### src/rtl/phase_fifo_spi_scheduler.sv
// phase_fifo_spi_scheduler
//
// Moves phase-detector words one at a time from a non-FWFT FIFO into the SPI
// serializer. Each word goes through the same sequence: one FIFO read, wait
// the fixed read latency, capture, start the serializer, wait for it to
// finish (or time out), then an idle gap before the next read is considered.
//
// Handshake contract: fifo_rd_en is a one-cycle strobe that is only issued
// after IDLE saw the FIFO non-empty, and data is valid exactly RD_LATENCY
// cycles later. spi_go is a one-cycle start pulse; spi_data holds the payload
// from capture until the next capture. The serializer acknowledges by raising
// spi_busy and signals completion by dropping it.
//
// Ports:
//   clk, rst      serial-domain clock, asynchronous active-high reset
//   enable        readout allowed; sampled only while idle
//   fifo_empty    FIFO empty flag
//   fifo_rd_en    FIFO read strobe (one-cycle pulse)
//   fifo_data     FIFO read data
//   spi_go        serializer start pulse
//   spi_data      payload held for the serializer
//   spi_busy      serializer transfer in progress
//   word_valid    one-cycle pulse in the cycle a word is captured
//   word_out      last captured word
//   words_sent    completed transfers, wraps
//   timeout_err   sticky busy-timeout flag, cleared only by rst
module phase_fifo_spi_scheduler #(
  parameter int DATA_WIDTH   = 16,
  parameter int RD_LATENCY   = 2,
  parameter int GAP_CYCLES   = 4,
  parameter int BUSY_TIMEOUT = 8
) (
  input  logic                  clk,
  input  logic                  rst,
  input  logic                  enable,
  input  logic                  fifo_empty,
  output logic                  fifo_rd_en,
  input  logic [DATA_WIDTH-1:0] fifo_data,
  output logic                  spi_go,
  output logic [DATA_WIDTH-1:0] spi_data,
  input  logic                  spi_busy,
  output logic                  word_valid,
  output logic [DATA_WIDTH-1:0] word_out,
  output logic [15:0]           words_sent,
  output logic                  timeout_err
);

  typedef enum logic [2:0] {
    S_IDLE      = 3'd0,
    S_READ      = 3'd1,
    S_WAIT_DATA = 3'd2,
    S_LOAD      = 3'd3,
    S_WAIT_BUSY = 3'd4,
    S_WAIT_DONE = 3'd5,
    S_GAP       = 3'd6
  } state_t;

  localparam logic [7:0] LAT_LOAD = 8'(RD_LATENCY);
  localparam logic [7:0] GAP_LOAD = 8'(GAP_CYCLES);
  localparam logic [7:0] TO_LAST  = 8'(BUSY_TIMEOUT - 1);

  state_t     state, state_nx;
  // Shared counter: latency countdown, busy-wait count up, gap countdown.
  logic [7:0] cnt, cnt_nx;
  logic       capture;
  logic       done_ok;
  logic       timeout_hit;

  always_comb begin
    state_nx    = state;
    cnt_nx      = cnt;
    capture     = 1'b0;
    done_ok     = 1'b0;
    timeout_hit = 1'b0;
    case (state)
      S_IDLE: begin
        // A foreign transfer (busy already high) also blocks the read.
        if (enable && !fifo_empty && !spi_busy) state_nx = S_READ;
      end
      S_READ: begin
        cnt_nx   = LAT_LOAD;
        state_nx = S_WAIT_DATA;
      end
      S_WAIT_DATA: begin
        // cnt reaches 1 exactly RD_LATENCY cycles after the read cycle.
        if (cnt <= 8'd1) begin
          capture  = 1'b1;
          state_nx = S_LOAD;
        end else begin
          cnt_nx = cnt - 8'd1;
        end
      end
      S_LOAD: begin
        cnt_nx   = 8'd0;
        state_nx = S_WAIT_BUSY;
      end
      S_WAIT_BUSY: begin
        if (spi_busy) begin
          state_nx = S_WAIT_DONE;
        end else if (cnt >= TO_LAST) begin
          timeout_hit = 1'b1;
          if (GAP_CYCLES == 0) begin
            state_nx = S_IDLE;
          end else begin
            cnt_nx   = GAP_LOAD;
            state_nx = S_GAP;
          end
        end else begin
          cnt_nx = cnt + 8'd1;
        end
      end
      S_WAIT_DONE: begin
        if (!spi_busy) begin
          done_ok = 1'b1;
          if (GAP_CYCLES == 0) begin
            state_nx = S_IDLE;
          end else begin
            cnt_nx   = GAP_LOAD;
            state_nx = S_GAP;
          end
        end
      end
      S_GAP: begin
        if (cnt <= 8'd1) begin
          state_nx = S_IDLE;
        end else begin
          cnt_nx = cnt - 8'd1;
        end
      end
      default: begin
        state_nx = S_IDLE;
      end
    endcase
  end

  // Strobes decode directly from state so reset clears them asynchronously.
  assign fifo_rd_en = (state == S_READ);
  assign spi_go     = (state == S_LOAD);
  assign word_valid = capture;

  always_ff @(posedge clk or posedge rst) begin
    if (rst) begin
      state       <= S_IDLE;
      cnt         <= 8'd0;
      spi_data    <= '0;
      word_out    <= '0;
      words_sent  <= 16'd0;
      timeout_err <= 1'b0;
    end else begin
      state <= state_nx;
      cnt   <= cnt_nx;
      if (capture) begin
        spi_data <= fifo_data;
        word_out <= fifo_data;
      end
      if (done_ok)     words_sent  <= words_sent + 16'd1;
      if (timeout_hit) timeout_err <= 1'b1;
    end
  end

endmodule

### config.mk
export PLATFORM = sky130hd
export DESIGN_NAME = phase_fifo_spi_scheduler
export DESIGN_NICKNAME = d
export VERILOG_FILES = /design/src/rtl/phase_fifo_spi_scheduler.sv
export SDC_FILE = /design/constraint.sdc
export NUM_CORES = 1
export LEC_CHECK = 0
export ABC_CLOCK_PERIOD_IN_PS = 5300
export CAP_MARGIN = 25
export CORE_ASPECT_RATIO = 1.5
export CORE_MARGIN = 3
export CORE_UTILIZATION = 65
export CTS_BUF_LIST = sky130_fd_sc_hd__clkbuf_8
export CTS_CLUSTER_SIZE = 30
export DETAILED_ROUTE_END_ITERATION = 6
export DONT_BUFFER_PORTS = 1
export PLACE_DENSITY = 0.81
export SLEW_MARGIN = 20
export SYNTH_ARGS = -nofsm -noshare
export SYNTH_HDL_FRONTEND = slang
export SYNTH_SLANG_ARGS = --single-unit
### constraint.sdc
create_clock -name clk -period 5.3 [get_ports clk]
set_input_delay 1.06 -clock clk [delete_from_list [all_inputs] [get_ports clk]]
set_output_delay 1.06 -clock clk [all_outputs]
set_load 0.05 [all_outputs]
Word level (Yosys, flattened, before mapping). Cells that the tools add are included.

Flip-flop bits (word level): 44. Bits of input ports: 21. Output and inout bits: 52.

Add/sub/neg operators: 3. Order comparisons: 2. Equality and inequality tests: 13. Multiplexer cells: 19. Reduce and logical (&&, ||, !) cells: 9.

Operators by type and width (count): 8-bit case mux with 5 select lines (1); 8-bit two-way mux (4); 3-bit case mux with 7 select lines (1); 3-bit two-way mux (6); 16-bit by 1-bit adder with 16-bit output (second input constant) (1); 2-bit inequality test (second input constant) (6); 3-bit equality test (second input constant) (3); 8-bit by 1-bit adder with 8-bit output (second input constant) (1); 8-bit by 3-bit >= comparator with 1-bit output (second input constant) (1); 8-bit by 1-bit less-or-equal comparator with 1-bit output (second input constant) (1); 8-bit by 1-bit subtractor with 8-bit output (second input constant) (1); 1-bit two-way mux (7); 3-bit by 2-bit equality test with 1-bit output (second input constant) (2); 5-bit AND reduction (1); 5-bit nonzero test (1); 4-bit AND reduction (1); 3-bit by 1-bit equality test with 1-bit output (second input constant) (1); 3-bit zero test (1); 3-bit inequality test (second input constant) (1); 1-bit logical AND (2); 1-bit zero test (2); 2-bit OR reduction (1).

Depth between registers and ports, before layout.
Depth in word-level cells: 5. Gate-level depth with buffers: 7. Depth with buffers taken out: 6.

Worst setup path before layout. Ideal clock, no wire load.

Path type: register to output. Start: register cnt[4]. End: output port word_valid. Arrival: 1.787 ns. Slack: 2.453 ns. Cell stages (with the launch flop): 5. Cell sequence: dfrtp_1 -> or4_4 -> nor4_4 -> nor3b_4 -> buf_8.

Word-level cells in the longest chain between the ends: 3.

Ends and longest elaborated chain: from (decl) (RTL line 64) `logic [7:0] cnt, cnt_nx;`; from (signal assigned) (RTL line 151) `cnt <= cnt_nx;`; 8-bit by 1-bit less-or-equal comparator with 1-bit output (RTL line 86) `if (cnt <= 8'd1) begin`; 1-bit two-way mux (RTL line 86); 1-bit two-way mux (RTL line 75) `case (state)`; to (decl) (RTL line 42) `output logic word_valid,`.

Every way passes these cells.

Worst setup path in the final report. Same ends and word-level chain as after synthesis.

==> out/qor.csv <==
metric,value,unit
Sw Pwr,0.000916,W
Final Non-Filler Cells,235,
R2R Setup Slk,2610,ps
HPWL after detailed placement,3.13,mm
Clk Tree Root Cell,clkbuf_8,
number of diodes,0,
share of the synthesized area in the top cell type,0.476,
Final Critical Period,3550,ps
post-cts sizing count,0,
clock power share,0.169,
period utilization,0.670,
Crit path largest cell delay,630,ps
fin worst setup slack,1750,ps
combinational share of power,0.244,
Hold Path Depth,1,
largest net degree at the start of global routing,45,
Peak supply drop,557,uV
setup bufs post-CTS,0,
drt total wl,4.30,mm
io pins,73,
CTS HTree Levels,2,
drt pass-1 iters,4,
CP Launch Type,flop,
Crit path arrival time,2490,ps
Worst-Skew Late Latency,290,ps
Power Internal,0.000816,W
fraction of layout cells with a size suffix above 1,0.169,
row cnt,25,
DRC viols,0,
register area share after synthesis,0.476,
worst clock skew,7.84,ps
Switching Share,0.529,
Area contributors post-synth,"dfrtp_1 (48%), mux2_4 (5.8%), buf_4 (5.2%)",
register area,1100,um2
clock-pin slew on the worst setup and hold paths,70,ps
Post-Syn Area,2310,um2
hold buffers post-CTS,0,
placed cell count,227,
Setup crit end kind,primary output,
Pwr Density,736,nW/um2
worst hold path class,flop to flop,
gr ovfl total,0,
vias in the first global route,1556,
Fill cells,222,
Final Hold Fails,0,
GRT Resource Usage Total,0.224,
TritonCTS clock tree,done,
Worst Path Max Fanout,11,
reg2reg path depth,5,
post-synth top area cell,dfrtp_1,
routed vias,1497,
end of the worst hold path,cnt[5],
Slew Limit Fails,0,
fmax,281,MHz
synthesized area per cell,11.1,um2
RSZ-0062 raised after global routing,no,
clk sinks,44,
TNS Setup,0,ps
DRT iter0 DRCs,45,
Setup CP Type,flop to primary output,
width of the die,54.7,um
cts bufs inserted,5,
Final nets,220,
multi-input logic area,1030,um2
Worst path slowest cell,nor3b_4,
Leakage,1.09,nW
DR WL/cell,18.3,um
initial antenna violation count,0,
sequential power share,0.587,
synthesis-to-layout area growth,1.68,%
slew at the pin closest to its max-slew limit,936,ps
crit-path cells,"or4_4, nor4_4, nor3b_4, buf_4",
Die Y,79.1,um
Detail Route Antenna Nets,0,
FF-to-FF Start,cnt[4],
GP Congestion,0.868,
Max Cap Viol,0,
Mapped Nets,234,
hold_sp,cnt[5],
Syn Inst Count,209,
Max-slew headroom,0.375,
Critical Path RT,4240,ps
synth warn,0,
Final setup viols,0,
Core Area,3280,um2
worst-case clock buffer depth,2,
status,"complete, no violations",
"worst slack, placed",2050,ps
Port Buf Inserts,0,
first-pass GRT wire length,7.01,mm
Synth cell types,45,
starting density of the core,0.705,
worst hold slack,548,ps
r2r endpoint,word_out[0],
Die ar.,4330,um2
synthesis-stage register bit count,44,
Vias/cell,6.37,
==> routing by layer <==
| layer | track usage | vias to the layer above | share of wire |
|---|---|---|---|
| li1 | - | 690 | - |
| met1 | 0.251 | 744 | 0.39 |
| met2 | 0.370 | 58 | 0.51 |
| met3 | 0.0807 | 5 | 0.078 |
| met4 | 0.0898 | 0 | 0.016 |
| met5 | 0 | - | 0 |
==> flip-flops by register name (all words and copies together) (netlist names) <==
register,cells
cnt,8
state,3
words_sent,16
word_out,16
timeout_err,1
==> placed cells by master (no fill, tap or decap), types with 2 or more instances in the layout <==
cell type  instances
a211o_1            2
a211oi_1           2
a21o_1             3
a21oi_1            5
a31oi_1            2
and3_1             5
and4_1             3
buf_4              3
bufinv_16          2
clkbuf_8           5
dfrtp_1           44
ha_1               4
inv_1              5
mux2_2             8
mux2_4             9
nand2_1           11
nand2b_1           3
nand3_1            8
nand4_1            5
nor2_1            12
nor2b_1            4
nor3_1             5
nor3b_1            3
nor4_1             2
o21ai_0            4
or3_1              3
or4_1              2
xnor2_1           10
xor2_1             5
==> synthesized netlist by cell type (all sizes together) <==
| cell | n |
|---|---|
| o311a | 1 |
| o41ai | 1 |
| mux2 | 17 |
| nor3b | 4 |
| nand4 | 5 |
| o21ai | 4 |
| or2 | 1 |
| o31ai | 1 |
| and3 | 5 |
| clkbuf | 6 |
| nor4bb | 1 |
| a21o | 3 |
| nor3 | 5 |
| a21oi | 5 |
| or4 | 3 |
| and4 | 3 |
| or3 | 3 |
| xnor2 | 10 |
| nand3 | 8 |
| buf | 19 |
| nand2 | 11 |
| a31oi | 2 |
| xor2 | 5 |
| a211o | 2 |
| inv | 5 |
| and2 | 2 |
| nand2b | 3 |
| nor2 | 12 |
| a32oi | 1 |
| mux2i | 1 |
| dfrtp | 44 |
| a211oi | 2 |
| nand3b | 1 |
| o211ai | 1 |
| nor4 | 3 |
| ha | 4 |
| o21a | 1 |
| nor2b | 4 |
==> power groups by stage <==
| stage | clock (W) | combinational [W] | sequential [W] |
|---|---|---|---|
| 3_3_place_gp | 0 | 0.000405 | 0.00102 |
| 6_report | 0.000292 | 0.000423 | 0.00102 |
| 2_1_floorplan | 0 | 0.000693 | 0.000754 |
| 4_1_cts | 0.000299 | 0.000424 | 0.00102 |
| 3_5_place_dp | 0 | 0.000419 | 0.00102 |
| 5_1_grt | 0.000317 | 0.000471 | 0.00104 |
==> per-stage QoR <==
stage	instance area [um2]	utilization	power (W)
after floorplan	2310	-	0.00145
after global placement	2220	0.676	0.00142
after detailed placement	2220	0.676	0.00144
after CTS	2350	0.715	0.00174
after global routing	2350	0.717	0.00183
final	2350	0.717	0.00173
==> worst max-delay path, delay by kind of cell, from the launching register on <==
family	cells	cell delay (ps)
DFF	1	430
and+or+nand+nor	3	1410
buffers and inverters	1	370
==> worst max-delay path by stage <==
| stage | from | endpoint | slack (ps) | cells after the start |
|---|---|---|---|---|
| after global routing | cnt[4] | word_valid | 1610 | 4 |
| after CTS | cnt[4] | word_valid | 1720 | 4 |
| after floorplan | cnt[4] | word_valid | 2450 | 4 |
| final | cnt[4] | word_valid | 1750 | 4 |
| after global placement | cnt[4] | word_valid | 2110 | 4 |
| after detailed placement | cnt[4] | word_valid | 2050 | 4 |
==> final cells by class <==
class	count	share of cell area
clock buffer	5	0.0292
clock inverter	2	0.0255
inverter	5	0.00797
multi-input combinational	135	0.436
sequential	44	0.468
tap	40	0.0213
timing repair buffer	4	0.0117
==> logic make-up (layout without fill, tap and decap cells) <==
family / Yosys count / after routing / synth area share
AO/OA/AOI/OAI: 24 / 24 / 0.0735
XOR/XNOR: 15 / 15 / 0.0568
adder cells (fa/ha/maj): 4 / 4 / 0.0216
buffers and inverters: 30 / 16 / 0.0805
flip-flops: 44 / 44 / 0.476
multiplexers: 18 / 18 / 0.102
AND/OR/NAND/NOR: 74 / 74 / 0.190
(Power assumes the default switching activity.)
